[src/rtl/reg_write_scheduler_if.sv]
// Writeback request, reservation/query and register-file write bus of the scheduler.
// The requester side (control FSM / datapath / decode) uses master; the scheduler uses slave.
interface reg_write_scheduler_if #(
    parameter int WORD_SIZE = 16,
    parameter int IDX_W     = 2
);
    logic                 a_valid;
    logic                 a_ready;
    logic [IDX_W-1:0]     a_idx;
    logic [WORD_SIZE-1:0] a_data;
    logic                 b_valid;
    logic                 b_ready;
    logic [IDX_W-1:0]     b_idx;
    logic [WORD_SIZE-1:0] b_data;
    logic                 rsv_valid;
    logic                 rsv_ready;
    logic [IDX_W-1:0]     rsv_idx;
    logic [IDX_W-1:0]     q1_idx;
    logic [IDX_W-1:0]     q2_idx;
    logic                 q_stall;
    logic                 rf_writeM;
    logic [IDX_W-1:0]     rf_writeIdx;
    logic [WORD_SIZE-1:0] rf_writeData;
    logic                 underflow_err;

    modport master (
        output a_valid, a_idx, a_data, b_valid, b_idx, b_data,
               rsv_valid, rsv_idx, q1_idx, q2_idx,
        input  a_ready, b_ready, rsv_ready, q_stall,
               rf_writeM, rf_writeIdx, rf_writeData, underflow_err
    );

    modport slave (
        input  a_valid, a_idx, a_data, b_valid, b_idx, b_data,
               rsv_valid, rsv_idx, q1_idx, q2_idx,
        output a_ready, b_ready, rsv_ready, q_stall,
               rf_writeM, rf_writeIdx, rf_writeData, underflow_err
    );
endinterface

[src/rtl/reg_write_scheduler.sv]
// Round-robin scheduler for the single register-file write port, with a per-register
// pending-write scoreboard used by decode for hazard stalls.
module pend_cnt #(
    parameter int PEND_W = 2
) (
    input  logic              clk,
    input  logic              reset_n,
    input  logic              inc,
    input  logic              dec,
    output logic [PEND_W-1:0] cnt
);
    // Simultaneous reserve and retire cancel; decrement saturates at zero.
    always_ff @(posedge clk or negedge reset_n) begin
        if (!reset_n) begin
            cnt <= '0;
        end else if (inc && !dec && cnt != '1) begin
            cnt <= cnt + 1'b1;
        end else if (dec && !inc && cnt != '0) begin
            cnt <= cnt - 1'b1;
        end
    end
endmodule

module reg_write_scheduler #(
    parameter int WORD_SIZE = 16,
    parameter int NUM_REGS  = 4,
    parameter int IDX_W     = 2,
    parameter int PEND_W    = 2
) (
    input  logic                 clk,
    input  logic                 reset_n,
    reg_write_scheduler_if.slave bus
);
    typedef enum logic [1:0] {IDLE, SETUP, STROBE} state_t;

    typedef struct packed {
        logic [IDX_W-1:0]     idx;
        logic [WORD_SIZE-1:0] data;
    } wreq_t;

    state_t st, nxt;
    logic   rr_b;
    logic   grant_a, grant_b, a_rdy, b_rdy;
    logic   w_m;
    wreq_t  w_req, sel;
    logic   retire, rsv_fire, rsv_rdy, uf, uf_hit;

    logic [NUM_REGS-1:0][PEND_W-1:0] pend;
    logic [NUM_REGS-1:0]             inc, dec;

    // rr_b=1 means B wins the next contended cycle.
    assign grant_a = bus.a_valid && (!bus.b_valid || !rr_b);
    assign grant_b = bus.b_valid && (!bus.a_valid ||  rr_b);
    assign sel     = a_rdy ? wreq_t'{bus.a_idx, bus.a_data} : wreq_t'{bus.b_idx, bus.b_data};

    always_comb begin
        nxt   = st;
        a_rdy = 1'b0;
        b_rdy = 1'b0;
        case (st)
            IDLE: begin
                a_rdy = grant_a;
                b_rdy = grant_b;
                if (grant_a || grant_b) nxt = SETUP;
            end
            SETUP:   nxt = STROBE;
            STROBE:  nxt = IDLE;
            default: nxt = IDLE;
        endcase
    end

    always_ff @(posedge clk or negedge reset_n) begin
        if (!reset_n) begin
            st    <= IDLE;
            rr_b  <= 1'b0;
            w_m   <= 1'b0;
            w_req <= '0;
        end else begin
            st  <= nxt;
            w_m <= (nxt == STROBE);
            if (a_rdy || b_rdy) begin
                w_req <= sel;
                rr_b  <= a_rdy;
            end
        end
    end

    assign retire   = (st == STROBE);
    assign rsv_rdy  = (pend[bus.rsv_idx] != '1);
    assign rsv_fire = bus.rsv_valid && rsv_rdy;

    for (genvar i = 0; i < NUM_REGS; i++) begin : g_pend
        assign inc[i] = rsv_fire && (bus.rsv_idx == IDX_W'(i));
        assign dec[i] = retire && (w_req.idx == IDX_W'(i));
        pend_cnt #(.PEND_W(PEND_W)) u_cnt (
            .clk     (clk),
            .reset_n (reset_n),
            .inc     (inc[i]),
            .dec     (dec[i]),
            .cnt     (pend[i])
        );
    end

    // A same-edge reservation covers the retiring write, so it is not an underflow.
    assign uf_hit = retire && (pend[w_req.idx] == '0) &&
                    !(rsv_fire && bus.rsv_idx == w_req.idx);

    always_ff @(posedge clk or negedge reset_n) begin
        if (!reset_n) uf <= 1'b0;
        else if (uf_hit) uf <= 1'b1;
    end

    assign bus.a_ready       = a_rdy;
    assign bus.b_ready       = b_rdy;
    assign bus.rsv_ready     = rsv_rdy;
    assign bus.q_stall       = (pend[bus.q1_idx] != '0) | (pend[bus.q2_idx] != '0);
    assign bus.rf_writeM     = w_m;
    assign bus.rf_writeIdx   = w_req.idx;
    assign bus.rf_writeData  = w_req.data;
    assign bus.underflow_err = uf;
endmodule
[src/flat_wrapper.sv]
// flat-port wrapper written by rule: the top's interface ports become plain ports
module reg_write_scheduler_flat 
#(
    parameter int WORD_SIZE = 16,
    parameter int NUM_REGS  = 4,
    parameter int IDX_W     = 2,
    parameter int PEND_W    = 2
)
  (clk, reset_n, bus_a_valid, bus_a_idx, bus_a_data, bus_b_valid, bus_b_idx, bus_b_data, bus_rsv_valid, bus_rsv_idx, bus_q1_idx, bus_q2_idx, bus_a_ready, bus_b_ready, bus_rsv_ready, bus_q_stall, bus_rf_writeM, bus_rf_writeIdx, bus_rf_writeData, bus_underflow_err);
  reg_write_scheduler_if #(.WORD_SIZE(WORD_SIZE), .IDX_W(IDX_W)) bus_i ();
  input  logic clk;
  input  logic reset_n;
  input wire logic [$bits(bus_i.a_valid)-1:0] bus_a_valid;
  input wire logic [$bits(bus_i.a_idx)-1:0] bus_a_idx;
  input wire logic [$bits(bus_i.a_data)-1:0] bus_a_data;
  input wire logic [$bits(bus_i.b_valid)-1:0] bus_b_valid;
  input wire logic [$bits(bus_i.b_idx)-1:0] bus_b_idx;
  input wire logic [$bits(bus_i.b_data)-1:0] bus_b_data;
  input wire logic [$bits(bus_i.rsv_valid)-1:0] bus_rsv_valid;
  input wire logic [$bits(bus_i.rsv_idx)-1:0] bus_rsv_idx;
  input wire logic [$bits(bus_i.q1_idx)-1:0] bus_q1_idx;
  input wire logic [$bits(bus_i.q2_idx)-1:0] bus_q2_idx;
  output wire logic [$bits(bus_i.a_ready)-1:0] bus_a_ready;
  output wire logic [$bits(bus_i.b_ready)-1:0] bus_b_ready;
  output wire logic [$bits(bus_i.rsv_ready)-1:0] bus_rsv_ready;
  output wire logic [$bits(bus_i.q_stall)-1:0] bus_q_stall;
  output wire logic [$bits(bus_i.rf_writeM)-1:0] bus_rf_writeM;
  output wire logic [$bits(bus_i.rf_writeIdx)-1:0] bus_rf_writeIdx;
  output wire logic [$bits(bus_i.rf_writeData)-1:0] bus_rf_writeData;
  output wire logic [$bits(bus_i.underflow_err)-1:0] bus_underflow_err;
  assign bus_i.a_valid = bus_a_valid;
  assign bus_i.a_idx = bus_a_idx;
  assign bus_i.a_data = bus_a_data;
  assign bus_i.b_valid = bus_b_valid;
  assign bus_i.b_idx = bus_b_idx;
  assign bus_i.b_data = bus_b_data;
  assign bus_i.rsv_valid = bus_rsv_valid;
  assign bus_i.rsv_idx = bus_rsv_idx;
  assign bus_i.q1_idx = bus_q1_idx;
  assign bus_i.q2_idx = bus_q2_idx;
  assign bus_a_ready = bus_i.a_ready;
  assign bus_b_ready = bus_i.b_ready;
  assign bus_rsv_ready = bus_i.rsv_ready;
  assign bus_q_stall = bus_i.q_stall;
  assign bus_rf_writeM = bus_i.rf_writeM;
  assign bus_rf_writeIdx = bus_i.rf_writeIdx;
  assign bus_rf_writeData = bus_i.rf_writeData;
  assign bus_underflow_err = bus_i.underflow_err;
  reg_write_scheduler #(.WORD_SIZE(WORD_SIZE), .NUM_REGS(NUM_REGS), .IDX_W(IDX_W), .PEND_W(PEND_W)) u_core (.clk(clk), .reset_n(reset_n), .bus(bus_i));
endmodule
[config.mk]
export PLATFORM = sky130hd
export DESIGN_NAME = reg_write_scheduler_flat
export DESIGN_NICKNAME = d
export VERILOG_FILES = /design/src/rtl/reg_write_scheduler_if.sv /design/src/rtl/reg_write_scheduler.sv /design/src/flat_wrapper.sv
export SDC_FILE = /design/constraint.sdc
export NUM_CORES = 1
export LEC_CHECK = 0
export ABC_AREA = 1
export BUFFER_PORTS_ARGS = -buffer_cell sky130_fd_sc_hd__buf_4
export CAP_MARGIN = 10
export CORE_MARGIN = 5
export CORE_UTILIZATION = 42
export CTS_CLUSTER_SIZE = 16
export DETAILED_ROUTE_END_ITERATION = 10
export GPL_ROUTABILITY_DRIVEN = 0
export GPL_TIMING_DRIVEN = 1
export PLACE_DENSITY = 0.71
export SLEW_MARGIN = 30
export SYNTH_ARGS = -nofsm -noshare
export SYNTH_HDL_FRONTEND = slang
export SYNTH_SLANG_ARGS = --single-unit
[constraint.sdc]
create_clock -name clk -period 1.3 [get_ports clk]
set_input_delay 0.26 -clock clk [delete_from_list [all_inputs] [get_ports clk]]
set_output_delay 0.26 -clock clk [all_outputs]
set_load 0.01 [all_outputs]
======== After elaboration in Yosys (flattened, before gate mapping) ========
Index checks and enable logic that the tools add are counted.
word-level totals
  register bits after elaboration ......... 31
  output and inout port bits .............. 24
  input port bits ......................... 47
  word-level logic and storage cells ...... 119
cells by class
  bitwise gates (word level) .............. 1
  mux-type cells .......................... 21
  reductions and logical operators ........ 60
  magnitude comparators ................... 4
  add/sub/neg operators ................... 8
  eq/ne operators ......................... 15
operators by type and width
  kind                   number
  $logic_and A1 B1 Y1    30
  $mux W2                13
  $reduce_bool A2 Y1     10
  $mux W18               1
  $bmux W2 S2            4
  $eq A2 B2 Y1 const B   6
  $logic_not A1 Y1       12
  $lt A2 B3 Y1 const B   4
  $ne A2 B2 Y1 const B   5
  $add A2 B1 Y2 const B  4
  $logic_not A2 Y1       4
  $sub A2 B1 Y2 const B  4
  $eq A2 B1 Y1 const B   3
  $logic_or A1 B1 Y1     4
  $pmux W2 S2            1
  $eq A2 B2 Y1           1
  $mux W1                2
  $or A1 B1 Y1           1

======== Longest topological paths before layout ========
Gate-level depths: netlist (run 1).
  word-level depth ........................ 10
  depth in mapped cells ................... 12
  depth with buffers taken out ............ 11

======== Cells and area by module ========
Synthesis (run 1) repeated with hierarchy kept, for this count alone.
second synthesis, totals
  cells, all modules ...................... 263
  area total of the unflattened synthesis .. 1801.7 sq um
modules (own cells, without submodules)
  module               cells each  area each (sq um)  instances
  reg_write_scheduler  179         1301.2             1
  pend_cnt             21          125.1              4

======== Worst setup path before layout (run 1) ========
OpenSTA, ideal clock, no wires.
  kind .................................... reg2reg
  from .................................... register u_core.st[1]
  to ...................................... register u_core.w_req, in the netlist u_core.bus.rf_writeData[12]
  clock period less this slack ............ 1335 ps
  path slack .............................. -35 ps
  cell stages (with the launch flop) ...... 7
  data arrival time ....................... 1252 ps
  required time ........................... 1217 ps
  cell sequence ........................... dfrtp_1 nor2_1 nand3_2 inv_2 buf_2 o21ai_0 o21ai_0
on the way
  longest elaborated chain between the ends .. 3
RTL lines
  item                                                   RTL line                                              text
  start: declaration                                     reg_write_scheduler.sv:41                             state_t st, nxt;
  start signal: assignment                               reg_write_scheduler.sv:79                             st <= nxt;
  $logic_not A2 Y1 (*)                                   reg_write_scheduler.sv:60                             case (st)
  $mux W1 (*)                                            reg_write_scheduler.sv:60
  named net bus_a_ready                                  flat_wrapper.sv:23                                    output wire logic [$bits(bus_i.a_ready)-1:0] bus_a_ready;
  $mux W18 / $logic_or A1 B1 Y1 (equally long branches)  reg_write_scheduler.sv:54, reg_write_scheduler.sv:81
  end signal: assignment                                 reg_write_scheduler.sv:82                             w_req <= sel;
  end: declaration                                       reg_write_scheduler.sv:45                             wreq_t w_req, sel;
Mark *: on every way through the listed nets, which the timed path passes. The rest lies on a longest branch.
A chain may end at the register's enable or synchronous reset.

======== Worst setup path in the final report (run 1) ========
  from .................................... register u_core.g_pend[1].u_cnt.cnt[1]
  to ...................................... output port bus_q_stall
on the way
  longest elaborated chain between the ends .. 4
RTL lines
  item                           RTL line                    text
  start: declaration             reg_write_scheduler.sv:10   output logic [PEND_W-1:0] cnt
  start signal: assignment       reg_write_scheduler.sv:17   cnt <= cnt + 1'b1;
  start signal: assignment       reg_write_scheduler.sv:19   cnt <= cnt - 1'b1;
  $bmux W2 S2                    reg_write_scheduler.sv:116  assign bus.q_stall = (pend[bus.q1_idx] != '0) | (pend[bus.q2_idx] != '0);
  $mux W2 (not written as such)  reg_write_scheduler.sv:116
  $reduce_bool A2 Y1             reg_write_scheduler.sv:116
  $or A1 B1 Y1 (*)               reg_write_scheduler.sv:116
  end: declaration               flat_wrapper.sv:26          output wire logic [$bits(bus_i.q_stall)-1:0] bus_q_stall;
Mark *: on every way between the ends. The rest lies on a longest branch, timed or not. The select of a mux whose other input is x is not followed.

==> results of run 1 <==
-- power by group through the flow --
stage	registers [W]	clock network, W	logic (W)
floorplan	0.00185	0	0.00136
global placement	0.00173	0	0.00305
detailed placement	0.00174	0	0.00310
CTS	0.00176	0.000718	0.00345
global route	0.00184	0.000770	0.00459
finish	0.00178	0.000714	0.00419
-- final timing paths --
path                                                           start                                   endpoint  slack, ps  depth (start not counted)
setup / recovery           u_core.g_pend[1].u_cnt.cnt[1]$_DFFE_PN0P_                                bus_q_stall       -370                          5
hold / removal                                        bus_a_data[13]    u_core.bus.rf_writeData[13]$_DFFE_PN0P_        220                          3
setup reg to reg           u_core.g_pend[1].u_cnt.cnt[0]$_DFFE_PN0P_  u_core.g_pend[1].u_cnt.cnt[1]$_DFFE_PN0P_       -220                         12
hold reg to reg                 u_core.bus.underflow_err$_DFFE_PN0P_       u_core.bus.underflow_err$_DFFE_PN0P_        500                          1
max in group asynchronous                                    reset_n                     u_core.st[0]$_DFF_PN0_        530                          2
min in group asynchronous                                    reset_n  u_core.g_pend[3].u_cnt.cnt[0]$_DFFE_PN0P_        450                          2
-- flip-flops by register name (all words and copies together), names as in the netlist --
signal,cells
u_core.g_pend.u_cnt.cnt,8
u_core.rr_b,1
u_core.bus.rf_writeData,16
u_core.bus.rf_writeIdx,2
u_core.st,2
u_core.bus.underflow_err,1
-- what timing repair did --
item	4_1_cts	5_1_grt
cloned	0	3
setup buffers	10	2
resized for setup	27	77
hold buffers	1	0
pin swaps	6	27
setup endpoints to repair	20	32
endpoints found under the hold margin	30	0
-- cell families after synthesis --
group	Yosys count	synth area share
AO/OA/AOI/OAI	51	0.155
AND/OR/NAND/NOR	127	0.330
flip-flops	30	0.429
buffers and inverters	35	0.0851
-- metrics by stage --
stage / total power, W / std cells
2_1_floorplan: 0.00322 / 243
3_3_place_gp: 0.00478 / 384
3_5_place_dp: 0.00484 / 384
4_1_cts: 0.00593 / 402
5_1_grt: 0.00719 / 407
6_report: 0.00669 / 407
-- critical path, stage by stage (launching register included) --
cell and delay (ps):
dfrtp_1 430, nor2_2 150, inv_2 70, o211ai_1 180
o2111ai_1 130, buf_4 160
-- routing by layer --
layer / up-vias / global-route usage / wire, um / part of all wire
met5: - / 0 / 0 / 0
met4: 0 / 0.0652 / 114 / 0.019
met3: 12 / 0.0905 / 619 / 0.11
met2: 84 / 0.346 / 2970 / 0.51
met1: 993 / 0.233 / 2160 / 0.37
li1: 1029 / - / - / -
-- cell type report --
cell class | instances | area (um^2)
clock buffers | 7 | 76.3
fillers | 298 | 991
inverters | 26 | 108
multi-input cells | 178 | 1050
flip-flops and latches | 30 | 752
well taps | 50 | 62.6
repair buffers | 116 | 988
-- placed cells by master (no fill, tap or decap), types with 2 or more instances in the layout --
master / Yosys / layout
buf_4: 0 / 95
nand2_1: 49 / 47
dfrtp_1: 30 / 29
nand3_1: 32 / 26
inv_1: 24 / 22
nor2_1: 29 / 18
o21ai_1: 3 / 17
o21ai_2: 0 / 17
buf_6: 1 / 16
nor2_2: 0 / 6
nand3_2: 1 / 6
nor2_4: 0 / 5
nand2_2: 4 / 5
clkbuf_8: 0 / 5
a21oi_2: 1 / 4
o21ai_0: 36 / 4
nand4_1: 4 / 4
nor3_1: 4 / 4
a21oi_1: 6 / 3
nand3_4: 1 / 2
inv_2: 1 / 2
clkbuf_1: 4 / 2
clkbuf_16: 0 / 2
==> metrics.csv, run 1 <==
metric;value;unit
outcome;complete, but fails checks;
failing checks;setup timing;
largest area contributor in the netlist;dfrtp_1;
DR vias/cell;5.20;
CTS buffer count;5;
post-synthesis cell count;243;
endpoints failing setup;29;
H-Tree Depth;2;
Fin Hold WS;221;ps
FMAX;0.600;GHz
switching power;0.00276;W
post-synthesis cell type count;26;
Antenna Nets Post-Route;0;
via count;2118;
clock share of power;0.107;
design area;3040;um^2
input/output buffers;70;
post-layout min period;1670;ps
clock slew at reported path FFs;60;ps
Seq pwr share;0.266;
Root Driver;clkbuf_8;
first-pass GRT wire length;8770;um
number of I/O pins;71;
First DRT Iteration DRCs;106;
critical path arrival;1410;ps
clock skew;2.66;ps
initial antenna violation count;0;
Ys Warns;0;
Slew Viols, Final;0;
critical path required time;1040;ps
DIE AREA;5560;um^2
Area Growth Syn to Fin;73.7;%
Fin. Hold Viols;0;
sw frac;0.412;
DRC;0;
unrepaired setup endpoints after global routing;true;
# nets final;404;
CP endpoint kind;output pin;
Synth Net Count;290;
ranking of synthesized cells by area;dfrtp_1 43%, nand2_1 11%, o21ai_0 10%;
Final WS setup;-368;ps
CTS tree;built;
Max Fanout on Critical Path;3;
VDD IR max;0.00118;V
pre-CTS setup slack;-130;ps
Worst-Margin Slew;407;ps
count leader, synth;nand2_1;
post-synth top area share;0.429;
asr flop ratio synth;1.00;
Post-Syn Area;1750;um^2
Final period util;1.28;
diodes inserted;0;
Layout Utilization;0.754;
Initial Util;0.434;
Yosys reg bits;30;
Die Y;74.5;um
EDFF count, synth;0;
HP Class;in -> reg;
worst-case clock buffer depth;2;
number of global-route vias before repair;2008;
Internal Pwr Total;0.00393;W
Mean Syn Cell Area;7.20;um^2
Worst-Skew Late Latency;280;ps
CP Class;reg -> out;
grt total ovfl;0;
# clock sinks;30;
ys flop type;dfrtp_1;
total core area;4030;um^2
Total Wirelength;5860;um
GRT Total Usage;0.205;
Pwr Density;2200;nW/um^2
Logic pwr share;0.627;
share of cells above drive strength 1;0.493;
HPWL Detailed;3920;um
drt first pass iters;4;
placed cell areas;2530;um^2
largest net degree at the start of global routing;31;
site row count;23;
DR WL/cell;14.4;um
setup TNS;-2660;ps
register area share after synthesis;0.429;
Worst slew margin;0.729;
top cells by count, synth;49 x nand2_1, 36 x o21ai_0, 32 x nand3_1;
startpoint types;flip-flop;
maxcap violations;0;
P_leak;1.53;nW
die width;74.5;um
(Power assumes the default switching activity.)
==> run 2: changes to the inputs <==
PLACE_DENSITY = 0.68   (was 0.71)
clock period = 2.2 ns   (was 1.3 ns; I/O delays follow)
==> metrics.csv, run 2 (synthesized netlist as in run 1, its figures left out) <==
metric;value;unit;change
filler instances;404;;+36%
endpoints failing setup;0;;-100%
most common cell after layout, fill and taps aside;buf_4;;
post-layout min period;1950;ps;
clock skew;4.81;ps;+2.15 ps
Die Y;74.5;um;unchanged
Final WS setup;254;ps;+622 ps
HPWL Detailed;3470;um;-11%
critical-path cell list;nor2_1 -> inv_1 -> o211ai_1 -> o2111ai_1 -> buf_4;;
setup TNS;0;ps;+2660 ps
maxcap violations;0;;unchanged
via count;1839;;-13%
P_leak;1.27;nW;-17%
register area;751;um^2;-0.17%
CTS buffer count;5;;unchanged
CTS Hold Buffers Added;0;;-1
worst-case clock buffer depth;2;;unchanged
Worst-Margin Slew;571;ps;+164 ps
Final period util;0.885;;
Worst Setup SP;u_core.g_pend[1].u_cnt.cnt[0]$_DFFE_PN0P_;;
critical path required time;1760;ps;+720 ps
CP endpoint kind;output pin;;
startpoint types;flip-flop;;
cell family with most CP delay;flip-flops;;
VDD IR max;0.000691;V;-41%
DRC;0;;unchanged
initial antenna violation count;0;;unchanged
crit path buf inv count;2;;unchanged
Initial Util;0.434;;unchanged
GRT Total Usage;0.182;;-0.0236
CTS tree;built;;
Pwr Density;1230;nW/um^2;-44%
DR WL/cell;12.6;um;-13%
share of cells above drive strength 1;0.297;;-0.196
critical path arrival;1510;ps;+100 ps
Slew Viols, Final;0;;unchanged
outcome;finished clean;;
number of I/O pins;71;;unchanged
input/output buffers;70;;unchanged
DR vias/cell;5.01;;-3.7%
largest net degree at the start of global routing;31;;unchanged
Worst slew margin;0.619;;-0.110
post-CTS sizing;0;;-100%
Post-CTS Repair Setup Buffers;0;;-10
pre-CTS setup slack;444;ps;+574 ps
CP peak stage delay;420;ps;about the same
site row count;23;;unchanged
clock slew at reported path FFs;60;ps;about the same
CP Class;reg -> out;;
grt total ovfl;0;;unchanged
Area Growth Syn to Fin;38.3;%;
Worst-Skew Late Latency;270;ps;about the same
Root Driver;clkbuf_8;;
most frequent cells in the layout;75 x buf_4, 49 x nand2_1, 36 x o21ai_0;;
# clock sinks;30;;unchanged
Fin. Hold Viols;0;;unchanged
total core area;4030;um^2;unchanged
die width;74.5;um;unchanged
drt first pass iters;4;;unchanged
FF-to-FF Start;u_core.st[0]$_DFF_PN0_;;
Antenna Nets Post-Route;0;;unchanged
Max Fanout on Critical Path;5;;+2
multi-input logic area;850;um^2;-19%
DIE AREA;5560;um^2;unchanged
H-Tree Depth;2;;unchanged
FMAX;0.514;GHz;
unrepaired setup endpoints after global routing;false;;
HP Class;in -> async;;
diodes inserted;0;;unchanged
max reg flops;16;;unchanged
crit path max-delay cell type;dfrtp_1;;
number of global-route vias before repair;1758;;-12%
# nets final;363;;-10%
Total Wirelength;4630;um;-21%
First DRT Iteration DRCs;134;;+26%
first-pass GRT wire length;7750;um;-12%
-- run 2: cell types whose count changed in the layout (fill, tap and decap cells not counted), moves of 3 or more --
cell,change
nand3_2,-5
nor2_2,-6
a21oi_2,-3
buf_6,-16
o21ai_2,-17
a21oi_1,+3
nor2_4,-5
nand3_1,+6
o21ai_1,-14
nor2_1,+11
o21ai_0,+32
buf_4,-20
-- run 2: per-layer routing --
layer  routed length (um)  track usage
met5                    0            0
met3                  591       0.0824
met1                 1980        0.224
met2                 1980        0.283
met4                   76       0.0593
-- run 2: layout make-up --
type,instances,area share
clock buffer,7,0.0357
tap,50,0.0259
sequential,30,0.310
multi-input combinational,178,0.351
timing repair buffer,75,0.233
inverter,26,0.0424
clock inverter,1,0.00207
-- run 2: power by group --
group          internal, W  switching [W]  leakage, nW  total, W
clock             0.000252       0.000194       0.0482  0.000446
combinational     0.000652       0.000824        0.856   0.00148
sequential        0.000824       0.000222        0.369   0.00105
-- run 2: through the flow --
step	utilization	area, um^2	hold slack [ps]	std cells	power [W]
2_1_floorplan	-	1750	144	243	0.00189
3_3_place_gp	0.578	2330	390	359	0.00253
3_5_place_dp	0.578	2330	397	359	0.00254
4_1_cts	0.601	2420	92.8	367	0.00301
5_1_grt	0.601	2420	117	367	0.00327
6_report	0.601	2420	89.6	367	0.00297
-- run 2: worst paths after layout --
check | to | slack (ps) | cells after the start
min in group clk | u_core.bus.rf_writeData[11]$_DFFE_PN0P_ | 420 | 3
max in group asynchronous | u_core.g_pend[1].u_cnt.cnt[0]$_DFFE_PN0P_ | 1830 | 1
max | bus_q_stall | 250 | 5
min reg2reg | u_core.st[1]$_DFF_PN0_ | 490 | 1
max reg2reg | u_core.bus.rf_writeData[13]$_DFFE_PN0P_ | 540 | 5
min | u_core.g_pend[3].u_cnt.cnt[0]$_DFFE_PN0P_ | 90 | 1
==> run 3: changes to the inputs <==
CELL_PAD_IN_SITES_DETAIL_PLACEMENT = 0   (was default)
CELL_PAD_IN_SITES_GLOBAL_PLACEMENT = 1   (was default)
CORE_UTILIZATION = 36   (was 42)
PLACE_DENSITY = 0.82   (was 0.68)
==> metrics.csv, run 3 (synthesized netlist as in run 1, its figures left out) <==
metric;value;unit;change
outcome;finished clean;;
first-pass GRT wire length;8430;um;+8.8%
Post-CTS Repair Setup Buffers;0;;unchanged
site row count;25;;+8.7%
clock slew at reported path FFs;60;ps;about the same
Worst-Skew Late Latency;280;ps;about the same
Root Driver;clkbuf_8;;
input/output buffers;70;;unchanged
Seq pwr share;0.350;;-0.002
HPWL Detailed;3690;um;+6.3%
VDD IR max;0.000497;V;-28%
GRT Total Usage;0.167;;-0.0141
P_leak;1.27;nW;about the same
clock skew;5.79;ps;+0.981 ps
die width;79.7;um;+6.9%
grt total ovfl;0;;unchanged
initial antenna violation count;0;;unchanged
HP Class;in -> async;;
Final period util;0.901;;+0.0161
DIE AREA;6350;um^2;+14%
total core area;4720;um^2;+17%
CTS buffer count;5;;unchanged
most common cell after layout, fill and taps aside;buf_4;;
most frequent cells in the layout;75 x buf_4, 49 x nand2_1, 36 x o21ai_0;;
largest net degree at the start of global routing;31;;unchanged
DR vias/cell;4.80;;-4.3%
Layout Utilization;0.517;;-0.0838
FF-to-FF Start;u_core.st[0]$_DFF_PN0_;;
capturing point of the worst reg2reg path;u_core.bus.rf_writeData[12]$_DFFE_PN0P_;;
clock share of power;0.154;;+0.004
CP Class;reg -> out;;
Worst-Margin Slew;562;ps;-8.93 ps
# clock sinks;30;;unchanged
FMAX;0.505;GHz;-1.8%
Area Growth Syn to Fin;39.6;%;
Max Fanout on Critical Path;5;;unchanged
endpoints failing setup;0;;unchanged
Fin. Hold Viols;0;;unchanged
CTS Hold Buffers Added;0;;unchanged
switching power;0.00126;W;+1.6%
CP peak stage delay;430;ps;about the same
share of cells above drive strength 1;0.297;;unchanged
via count;1842;;+0.16%
H-Tree Depth;2;;unchanged
DR WL/cell;12.5;um;-1.0%
number of global-route vias before repair;1869;;+6.3%
Internal Pwr Total;0.00173;W;about the same
sw frac;0.422;;+0.00377
startpoint types;flip-flop;;
Die Y;79.7;um;+6.9%
unrepaired setup endpoints after global routing;false;;
Logic pwr share;0.496;;about the same
Total Wirelength;4790;um;+3.6%
critical path required time;1760;ps;about the same
max reg flops;16;;unchanged
Antenna Nets Post-Route;0;;unchanged
Worst slew margin;0.625;;+0.00597
setup TNS;0;ps;unchanged
Pwr Density;1220;nW/um^2;-0.23%
critical path arrival;1540;ps;+30 ps
post-CTS sizing;0;;unchanged
number of I/O pins;71;;unchanged
internal reg-to-reg setup slack;490;ps;-50 ps
# nets final;363;;unchanged
diodes inserted;0;;unchanged
drt first pass iters;4;;unchanged
Worst Setup SP;u_core.g_pend[2].u_cnt.cnt[0]$_DFFE_PN0P_;;
worst-case clock buffer depth;2;;unchanged
crit path max-delay cell type;dfrtp_1;;
Slew Viols, Final;0;;unchanged
Initial Util;0.370;;-0.0638
Worst Setup EP;bus_q_stall;;
critical-path cell list;nor2_1 -> inv_1 -> o21ai_0 -> o2111ai_1 -> buf_4;;
DRC;0;;unchanged
CP endpoint kind;output pin;;
Worst Reg-to-Reg Cells;5;;unchanged
CTS tree;built;;
maxcap violations;0;;unchanged
post-layout min period;1980;ps;+35.5 ps
First DRT Iteration DRCs;111;;-17%
==> run 3: cell counts in the layout (fill, tap and decap cells not counted) <==
No cell type changed its count.
==> run 3: how the worst min path moves through the flow <==
stage	start	to	slack [ps]	cells past startpoint
floorplan	reset_n	u_core.bus.rf_writeData[0]$_DFFE_PN0P_	140	0
global placement	reset_n	u_core.g_pend[3].u_cnt.cnt[0]$_DFFE_PN0P_	400	1
detailed placement	reset_n	u_core.g_pend[3].u_cnt.cnt[0]$_DFFE_PN0P_	400	1
CTS	reset_n	u_core.bus.rf_writeIdx[1]$_DFFE_PN0P_	90	1
global route	reset_n	u_core.st[0]$_DFF_PN0_	120	1
finish	reset_n	u_core.st[1]$_DFF_PN0_	80	1
==> run 3: power groups by stage <==
stage	sequential [W]	combinational (W)	clock, W
after floorplan	0.00109	0.000799	0
after global placement	0.00105	0.00150	0
after detailed placement	0.00105	0.00150	0
after CTS	0.00105	0.00150	0.000478
after global routing	0.00109	0.00170	0.000501
final	0.00105	0.00148	0.000460
==> run 3: per-stage QoR <==
step	instance area, um^2	cells	worst slack (ps)	hold slack, ps	power, W
finish	2440	384	219	83.8	0.00299
global route	2440	384	90.6	116	0.00329
CTS	2440	384	210	92.7	0.00303
detailed placement	2350	376	401	402	0.00255
global placement	2350	376	494	398	0.00255
floorplan	1750	243	710	144	0.00189
==> run 3: layout make-up <==
class | instances | area [um^2]
fillers | 485 | 2280
inverters | 26 | 103
multi-input cells | 178 | 850
clock buffers | 7 | 86.3
flip-flops and latches | 30 | 751
clock inverters | 1 | 5.00
well taps | 67 | 83.8
repair buffers | 75 | 563
==> run 3: metal layers <==
| layer | share of wire | GRT usage |
|---|---|---|
| met5 | 0 | 0 |
| met4 | 0.019 | 0.0619 |
| met3 | 0.11 | 0.0779 |
| met2 | 0.42 | 0.258 |
| met1 | 0.45 | 0.203 |
==> run 3: critical path: cells and delay by family (launching register included) <==
kind / cells / cell delay [ps]
compound gates: 2 / 300
buf+inv: 2 / 270
flops: 1 / 430
simple gates: 1 / 270
